===== config.mk =====
export PLATFORM = sky130hd
export DESIGN_NAME = rv32i_fetch_unit_flat
export DESIGN_NICKNAME = d
export VERILOG_FILES = /design/src/rtl/rv32i_fetch_unit_if.sv /design/src/rtl/rv32i_fetch_unit.sv /design/src/flat_wrapper.sv
export SDC_FILE = /design/constraint.sdc
export NUM_CORES = 1
export LEC_CHECK = 0
export ABC_AREA = 0
export ABC_CLOCK_PERIOD_IN_PS = 6200
export CAP_MARGIN = 40
export CORE_MARGIN = 4
export CORE_UTILIZATION = 39
export DETAILED_ROUTE_END_ITERATION = 8
export SYNTH_ARGS = -nofsm -noshare
export SYNTH_HDL_FRONTEND = slang
export SYNTH_SLANG_ARGS = --single-unit

===== constraint.sdc =====
create_clock -name CLK -period 6.2 [get_ports CLK]
set_input_delay 0.93 -clock CLK [delete_from_list [all_inputs] [get_ports CLK]]
set_output_delay 0.93 -clock CLK [all_outputs]
set_load 0.01 [all_outputs]

===== src/rtl/rv32i_fetch_unit_if.sv =====
// Fetch-unit bus: instruction-memory request/response, redirect input and decode handshake.
// The master modport is the fetch unit; the slave modport is memory, decode and redirect logic.
interface rv32i_fetch_unit_if;
    logic        imem_req;
    logic [31:0] imem_addr;
    logic        imem_rvalid;
    logic [31:0] imem_rdata;
    logic        redirect_valid;
    logic [31:0] redirect_pc;
    logic        instr_valid;
    logic        instr_ready;
    logic [31:0] instr;
    logic [31:0] instr_pc;
    logic        fetch_fault;

    modport master (
        output imem_req, imem_addr, instr_valid, instr, instr_pc, fetch_fault,
        input  imem_rvalid, imem_rdata, redirect_valid, redirect_pc, instr_ready
    );

    modport slave (
        input  imem_req, imem_addr, instr_valid, instr, instr_pc, fetch_fault,
        output imem_rvalid, imem_rdata, redirect_valid, redirect_pc, instr_ready
    );
endinterface


===== src/rtl/rv32i_fetch_unit.sv =====
// RV32I fetch stage: PC, credit-limited in-order imem requests, PC-tagged response FIFO, redirect flush.
// Optional MISALIGN_TRAP_EN: a misaligned redirect halts fetch and raises fetch_fault.

module rv32i_fetch_unit_chk #(
    parameter int          DEPTH = 4,
    parameter int unsigned CW    = 3
) (
    input logic          CLK,
    input logic          RESET,
    input logic          push_s,
    input logic          pop_s,
    input logic          halted_s,
    input logic [CW-1:0] count_r,
    input logic [CW-1:0] inflight_r,
    input logic [CW-1:0] discard_r,
    input logic [31:0]   fault_addr_s
);
    a_no_overflow: assert property (@(posedge CLK) disable iff (RESET)
        (push_s && !pop_s) |-> (count_r < CW'(DEPTH)));
    a_inflight_bound: assert property (@(posedge CLK) disable iff (RESET)
        inflight_r <= CW'(DEPTH));
    a_discard_bound: assert property (@(posedge CLK) disable iff (RESET)
        discard_r <= inflight_r);
    a_fault_addr_misaligned: assert property (@(posedge CLK) disable iff (RESET)
        halted_s |-> (fault_addr_s != {fault_addr_s[31:2], 2'b00}));
endmodule

module rv32i_fetch_unit #(
    parameter logic [31:0] RESET_PC = 32'h0000_0000,
    parameter int          DEPTH    = 4,
    localparam int unsigned CW      = $clog2(DEPTH) + 1,
    localparam int unsigned AW      = $clog2(DEPTH)
) (
    input  logic               CLK,
    input  logic               RESET,
    rv32i_fetch_unit_if.master bus
);
    logic [31:0]   pc_r;
    logic [CW-1:0] count_r;
    logic [CW-1:0] inflight_r;
    logic [CW-1:0] discard_r;
    logic [AW-1:0] wr_ptr_r;
    logic [AW-1:0] rd_ptr_r;
    logic [AW-1:0] tag_wr_ptr_r;
    logic [AW-1:0] tag_rd_ptr_r;
    logic [31:0]   data_mem_r [DEPTH];
    logic [31:0]   pc_mem_r   [DEPTH];
    logic [31:0]   tag_mem_r  [DEPTH];

    logic [CW:0]   occupancy_s;
    logic [CW-1:0] inflight_next_s;
    logic          issue_s;
    logic          pop_s;
    logic          push_s;
    logic          discard_s;
    logic          misalign_s;
    logic          halted_s;
    logic [31:0]   target_s;
    logic [31:0]   fault_addr_s;

    assign target_s = bus.redirect_pc & 32'hFFFF_FFFC;

`ifdef MISALIGN_TRAP_EN
    logic        halted_r;
    logic [31:0] fault_addr_r;

    assign misalign_s   = (bus.redirect_pc[1:0] != 2'b00);
    assign halted_s     = halted_r;
    assign fault_addr_s = fault_addr_r;

    // Trap state: set by a misaligned redirect, cleared by reset or an aligned redirect.
    always_ff @(posedge CLK) begin
        if (RESET) begin
            halted_r     <= 1'b0;
            fault_addr_r <= 32'h0000_0000;
        end else if (bus.redirect_valid) begin
            halted_r <= misalign_s;
            if (misalign_s) begin
                fault_addr_r <= bus.redirect_pc;
            end
        end
    end

    assign bus.fetch_fault = halted_r;
`else
    assign misalign_s      = 1'b0;
    assign halted_s        = 1'b0;
    assign fault_addr_s    = 32'h0000_0000;
    assign bus.fetch_fault = 1'b0;
`endif

    // Per-cycle issue, response and handshake decisions.
    always_comb begin
        occupancy_s     = {1'b0, inflight_r} + {1'b0, count_r};
        issue_s         = !RESET && !bus.redirect_valid && !halted_s &&
                          (occupancy_s < (CW+1)'(DEPTH));
        pop_s           = (count_r != '0) && bus.instr_ready;
        discard_s       = (discard_r != '0);
        push_s          = bus.imem_rvalid && !discard_s && !bus.redirect_valid;
        inflight_next_s = inflight_r + CW'(issue_s) - CW'(bus.imem_rvalid);
    end

    // Program counter, credit/occupancy/discard counters and queue pointers.
    always_ff @(posedge CLK) begin
        if (RESET) begin
            pc_r         <= RESET_PC;
            count_r      <= '0;
            inflight_r   <= '0;
            discard_r    <= '0;
            wr_ptr_r     <= '0;
            rd_ptr_r     <= '0;
            tag_wr_ptr_r <= '0;
            tag_rd_ptr_r <= '0;
        end else begin
            inflight_r <= inflight_next_s;
            // Every response consumes its tag, including discarded ones, so tags stay aligned.
            if (bus.imem_rvalid) begin
                tag_rd_ptr_r <= tag_rd_ptr_r + AW'(1'b1);
            end
            if (issue_s) begin
                pc_r         <= pc_r + 32'd4;
                tag_wr_ptr_r <= tag_wr_ptr_r + AW'(1'b1);
            end
            if (bus.redirect_valid) begin
                pc_r      <= target_s;
                count_r   <= '0;
                wr_ptr_r  <= '0;
                rd_ptr_r  <= '0;
                discard_r <= inflight_next_s;
            end else begin
                if (push_s) begin
                    wr_ptr_r <= wr_ptr_r + AW'(1'b1);
                end
                if (pop_s) begin
                    rd_ptr_r <= rd_ptr_r + AW'(1'b1);
                end
                count_r <= count_r + CW'(push_s) - CW'(pop_s);
                if (bus.imem_rvalid && discard_s) begin
                    discard_r <= discard_r - CW'(1'b1);
                end
            end
        end
    end

    // Issue-time PC tags and the response FIFO payload (word plus its tag).
    always_ff @(posedge CLK) begin
        if (RESET) begin
            for (int i = 0; i < DEPTH; i++) begin
                data_mem_r[i] <= 32'h0000_0000;
                pc_mem_r[i]   <= 32'h0000_0000;
                tag_mem_r[i]  <= 32'h0000_0000;
            end
        end else begin
            if (issue_s) begin
                tag_mem_r[tag_wr_ptr_r] <= pc_r;
            end
            if (push_s) begin
                data_mem_r[wr_ptr_r] <= bus.imem_rdata;
                pc_mem_r[wr_ptr_r]   <= tag_mem_r[tag_rd_ptr_r];
            end
        end
    end

    assign bus.imem_req    = issue_s;
    assign bus.imem_addr   = pc_r;
    assign bus.instr_valid = (count_r != '0);
    assign bus.instr       = data_mem_r[rd_ptr_r];
    assign bus.instr_pc    = pc_mem_r[rd_ptr_r];

    rv32i_fetch_unit_chk #(.DEPTH(DEPTH), .CW(CW)) u_chk (
        .CLK          (CLK),
        .RESET        (RESET),
        .push_s       (push_s),
        .pop_s        (pop_s),
        .halted_s     (halted_s),
        .count_r      (count_r),
        .inflight_r   (inflight_r),
        .discard_r    (discard_r),
        .fault_addr_s (fault_addr_s)
    );
endmodule


===== src/flat_wrapper.sv =====
// flat-port wrapper written by rule: the top's interface ports become plain ports
module rv32i_fetch_unit_flat 
#(
    parameter logic [31:0] RESET_PC = 32'h0000_0000,
    parameter int          DEPTH    = 4,
    localparam int unsigned CW      = $clog2(DEPTH) + 1,
    localparam int unsigned AW      = $clog2(DEPTH)
)
  (CLK, RESET, bus_imem_req, bus_imem_addr, bus_instr_valid, bus_instr, bus_instr_pc, bus_fetch_fault, bus_imem_rvalid, bus_imem_rdata, bus_redirect_valid, bus_redirect_pc, bus_instr_ready);
  rv32i_fetch_unit_if bus_i ();
  input  logic CLK;
  input  logic RESET;
  output wire logic [$bits(bus_i.imem_req)-1:0] bus_imem_req;
  output wire logic [$bits(bus_i.imem_addr)-1:0] bus_imem_addr;
  output wire logic [$bits(bus_i.instr_valid)-1:0] bus_instr_valid;
  output wire logic [$bits(bus_i.instr)-1:0] bus_instr;
  output wire logic [$bits(bus_i.instr_pc)-1:0] bus_instr_pc;
  output wire logic [$bits(bus_i.fetch_fault)-1:0] bus_fetch_fault;
  input wire logic [$bits(bus_i.imem_rvalid)-1:0] bus_imem_rvalid;
  input wire logic [$bits(bus_i.imem_rdata)-1:0] bus_imem_rdata;
  input wire logic [$bits(bus_i.redirect_valid)-1:0] bus_redirect_valid;
  input wire logic [$bits(bus_i.redirect_pc)-1:0] bus_redirect_pc;
  input wire logic [$bits(bus_i.instr_ready)-1:0] bus_instr_ready;
  assign bus_imem_req = bus_i.imem_req;
  assign bus_imem_addr = bus_i.imem_addr;
  assign bus_instr_valid = bus_i.instr_valid;
  assign bus_instr = bus_i.instr;
  assign bus_instr_pc = bus_i.instr_pc;
  assign bus_fetch_fault = bus_i.fetch_fault;
  assign bus_i.imem_rvalid = bus_imem_rvalid;
  assign bus_i.imem_rdata = bus_imem_rdata;
  assign bus_i.redirect_valid = bus_redirect_valid;
  assign bus_i.redirect_pc = bus_redirect_pc;
  assign bus_i.instr_ready = bus_instr_ready;
  rv32i_fetch_unit #(.RESET_PC(RESET_PC), .DEPTH(DEPTH)) u_core (.CLK(CLK), .RESET(RESET), .bus(bus_i));
endmodule

# --- Yosys cells after proc, flatten, opt, wreduce, memory -nomap -nowiden ---
# Memories as Yosys holds them, arrays and structs flattened. A register that Yosys moved wholly into a read port is not among the register bits.
# Cells that the tools add are included.
word_totals:
  in_bits: 69
  out_inout_bits: 99
  ff_bits: 49
  word_cells: 68
  memories: 3
  ram_bits: 384
mem_list:
  columns: ["name", "words", "width", "read_ports", "rd_ports_with_merged_regs", "wr", "line", "source"]
  rows:
  - ["u_core.data_mem_r", 4, 32, 1, 1, 4, "rv32i_fetch_unit.sv:46", "logic [31:0] data_mem_r [DEPTH];"]
  - ["u_core.pc_mem_r", 4, 32, 1, 1, 4, "rv32i_fetch_unit.sv:47", "logic [31:0] pc_mem_r [DEPTH];"]
  - ["u_core.tag_mem_r", 4, 32, 1, 1, 4, "rv32i_fetch_unit.sv:48", "logic [31:0] tag_mem_r [DEPTH];"]
classes:
  n_addsub: 11
  order_cmp: 1
  n_mux: 27
  reduce_logical: 17
ops:
  columns: ["cell", "n"]
  rows:
  - ["$mux W32", 5]
  - ["$reduce_or A32 Y1", 3]
  - ["$add A32 B3 Y32 const B", 1]
  - ["$mux W2", 9]
  - ["$mux W1", 11]
  - ["$add A2 B1 Y2 const B", 4]
  - ["$add A3 B1 Y3", 2]
  - ["$logic_and A1 B1 Y1", 6]
  - ["$mux W3", 2]
  - ["$reduce_bool A3 Y1", 2]
  - ["$sub A3 B1 Y3", 2]
  - ["$add A3 B3 Y4", 1]
  - ["$lt A4 B3 Y1 const B", 1]
  - ["$reduce_bool A2 Y1", 2]
  - ["$logic_not A1 Y1", 3]
  - ["$sub A3 B1 Y3 const B", 1]
  - ["$reduce_or A2 Y1", 1]

# --- Longest topological paths before layout ---
depth:
  ltp_word: 9
  mapped_depth: 13
  depth_no_buf: 11

# --- Least setup slack after synthesis ---
# Ideal clock, no wire load.
synth_timing:
  path_type: "in2reg"
  from: "input port bus_imem_rvalid"
  to: "memory u_core.data_mem_r[1][0], enable pin"
  cell_stages: 5
  setup_time_ps: 495
  n_path_buf: 2
  arrival_time_ps: 4610
  required_time_ps: 5705
  path_slack_ps: 1095
  path_cell_list: "clkbuf_1 -> nor4bb_1 -> clkbuf_1 -> nand2_1 -> o21bai_1"
synth_lines:
  columns: ["element", "line", "source"]
  rows:
  - ["start: declaration", "flat_wrapper.sv:19", "input wire logic [$bits(bus_i.imem_rvalid)-1:0] bus_imem_rvalid;"]
  - ["end: declaration", "rv32i_fetch_unit.sv:46", null]

# --- Worst setup path after layout ---
layout_timing:
  from: "input port bus_redirect_valid"
  to: "output port bus_imem_req"
layout_between:
  elab_chain_cells: 3
layout_lines:
  columns: ["element", "line", "source"]
  rows:
  - ["start: declaration", "flat_wrapper.sv:21", "input wire logic [$bits(bus_i.redirect_valid)-1:0] bus_redirect_valid;"]
  - ["$logic_not A1 Y1", "rv32i_fetch_unit.sv:95", "issue_s = !RESET && !bus.redirect_valid && !halted_s &&"]
  - ["$logic_and A1 B1 Y1 (2 in series)", "rv32i_fetch_unit.sv:95", null]
  - ["end: declaration", "flat_wrapper.sv:13", "output wire logic [$bits(bus_i.imem_req)-1:0] bus_imem_req;"]
# Every way passes these cells.

==> results.ini <==
[status]
status=finished clean

[timing]
worst_slew_pin_slew_ps=791
max_freq_ghz=0.230
relSlewSlack_pct=46.8
maxSlewViolCount=0
finalCritPeriodShare_pct=70.1
setup_violations=0
period_minus_slack_ps=4350
rsz0062_at_grt=no
finalHoldViolCount=0
finalSetupTns_ps=0
finClkSkew_ps=19.2

[detailed_routing]
first_pass_iters=5
drc=0
drt_iter0_markers=722
via_per_inst=5.17
routed-via-count=10900
wirelength_um=43500
ant_nets=0
post_drt_wl_per_cell_um=20.6

[global_route]
grt_first_pass_wirelength_um=67300
first_global_vias=11500
grtUsageTotal_pct=17.3
grt_max_degree=56
antenna_found_initial=1
overflow=0

[logic_synthesis]
synth_seq_area_share_pct=66.1
yosysWarnings=0
synthCells=1322
synthAdderAreaFrac_pct=0.836
synth_compound_area_share_pct=2.88
synth_area_sq_um=18300
synth_cell_types=51
async_flop_share_pct=0
ys_ff_latch=419
synthMuxAreaShare_pct=11.3
synth-edff-count=368
synth_flop_cell=edfxtp_1
postSynthAreaPerCell_sq_um=13.8
yosys.area_share.xor_xnor_pct=0.863
synth_top_family_by_area=simple AND/OR/NAND/NOR gates
synth-simple-area-share_pct=14.0

[cells_and_area]
drive_above_1_share_pct=14.1
fin_area_sq_um=22200
fin_nets=1553
diodes=0
area_delta_synth_final_pct=21.7

[worst_setup_path]
slowest_stage=clkdlybuf4s50_1
cp_common_cell=clkdlybuf4s50_1
max_stage_delay_ps=620
path_cells=clkdlybuf4s50_1, or2_2, or3_1, clkinv_1, clkdlybuf4s50_1
crit_fanout=14
critPathKind=input port to output port
crit_family=buffers and inverters
worstSetupStartpointType=input port
worstSetupEndpointType=output port
worst_ep_arrival_time_ps=3420
required_ps=5270
cp_num_buf_inv=3

[clock_network]
cts.hold.buffers_added=0
cts-root-buf=clkbuf_16
cts-resized-gates=0
cts_tree=yes
clkTransAtPathRegs_ps=60
clock_latency_ps=570
cts_buffers=46
cts_max_path_buffers=3
htree_levels=2
clkSinkCount=419
cts_setup_buffers=0

[pwr]
p_per_area_nw_per_um2=307
p_sw_share_pct=23.2
p_leak_nw=8.17
combPwrFrac_pct=11.6
ir_worst_vdd_v=0.000198
pwr-share-clk_pct=38.6
p_sw_mw=1.58
p_seq_share_pct=49.8
p_int_mw=5.24

[floorplanning]
io-pin-count=168
die_area_sq_um=50400
start_util_pct=39.3
die_h_um=224
fp.coreArea_sq_um=46500
rows=79
die_w_um=224

[placement]
port-buffer-count=160
post_dp_cell_area_sq_um=20800
place_congestion=0.761
hpwl_um=26100

[flow_run]
max_cap_violations=0

[worst_hold_path]
hold_path.class=flop to flop

-- cells in the mapped netlist (13+ instances only) --
library cell,number,area share (%)
edfxtp_1,368,61
nor2_1,223,4.6
and2_1,118,4.0
mux4_2,92,11
inv_1,86,1.8
nand2_1,81,1.7
clkbuf_1,75,1.5
dfxtp_1,51,5.6
nand3_1,15,0.41
nor4_1,15,0.51
nand4_1,14,0.48
a211oi_1,13,0.53
-- cell type report --
type / count / area [sq um]
Tap cell: 607 / 759
Inverter: 88 / 330
Fill cell: 4094 / 24200
Multi-Input combinational cell: 722 / 5520
Timing Repair Buffer: 196 / 2090
Clock buffer: 66 / 1300
Sequential cell: 419 / 12100
Clock inverter: 16 / 148
-- routing by layer --
metal	vias to the layer above	routed length, um	track usage (%)
met1	5493	18800	23.4
met3	56	2380	3.05
met2	302	21400	29.2
li1	5080	-	-
met4	0	801	4.51
met5	-	0	0
-- state kept, by name, summed over array words and instances (netlist names), named ones only --
register / cells
u_core.data_mem_r: 128
u_core.discard_r: 3
u_core.tag_mem_r: 120
u_core.rd_ptr_r: 2
u_core.wr_ptr_r: 2
u_core.tag_wr_ptr_r: 2
u_core.tag_rd_ptr_r: 2
u_core.bus.imem_addr: 30
u_core.inflight_r: 3
u_core.pc_mem_r: 120
u_core.count_r: 3
-- kinds of logic (layout without fill, tap and decap cells) --
kind of cell | after synthesis | after routing
other | 1 | 5
adders and majority gates | 11 | 11
muxes | 92 | 92
DFF | 419 | 419
and+or+nand+nor | 524 | 524
buffers and inverters | 185 | 366
AOI/OAI and AO/OA | 72 | 72
xor gates and xnor gates | 18 | 18
-- worst min-delay path, stage by stage, from the launching register on --
cell and delay (ps):
dfxtp_1 330, xor2_1 70, nor2_1 100
-- final timing paths --
kind	startpoint	to	slack (ps)	depth (start not counted)
min reg2reg	u_core.tag_rd_ptr_r[1]	flop	540	2
max	bus_redirect_valid	bus_imem_req	1850	5
max reg2reg	u_core.count_r[1]	u_core.tag_mem_r[1][2]	2660	7
min	u_core.tag_rd_ptr_r[1]	flop	540	2
-- cells in the final DEF (no fill, tap or decap), types with 5 or more instances in the layout --
cell	netlist	routed
edfxtp_1	368	368
nor2_1	223	223
clkdlybuf4s50_1	0	159
and2_1	118	118
mux4_2	92	92
inv_1	86	86
nand2_1	81	81
clkbuf_16	0	49
dfxtp_1	51	47
buf_4	5	22
clkbuf_1	75	16
nor4_1	15	15
nand3_1	15	15
nand4_1	14	14
a211oi_1	13	13
xnor2_1	12	12
o21ai_0	12	12
and4_1	11	11
a21oi_1	10	9
a311oi_1	9	9
clkinv_1	1	9
ha_1	9	9
a2111oi_0	8	8
buf_16	0	8
and3_1	7	7
or3_1	6	6
xor2_1	6	6
or2_2	5	5
nor2b_1	5	5
a221oi_1	5	5
conb_1	1	5
buf_12	0	5
-- metrics by stage --
stage | util [%] | hold slack, ps | setup slack (ps) | instances | power (mW)
2_1_floorplan | - | 485 | 1090 | 1326 | 3.87
3_3_place_gp | 44.0 | 504 | 1850 | 2018 | 4.23
3_5_place_dp | 44.7 | 513 | 1830 | 2032 | 4.27
4_1_cts | 47.8 | 532 | 1820 | 2114 | 6.91
5_1_grt | 47.8 | 561 | 1720 | 2114 | 7.09
6_report | 47.8 | 537 | 1850 | 2114 | 6.83
-- power by group through the flow --
stage	Sequential [mW]	Clock (mW)	Combinational, mW
floorplan	3.41	0	0.464
global placement	3.46	0	0.766
detailed placement	3.46	0	0.812
CTS	3.40	2.70	0.815
global route	3.42	2.81	0.864
finish	3.40	2.63	0.795
(Power assumes the default switching activity.)
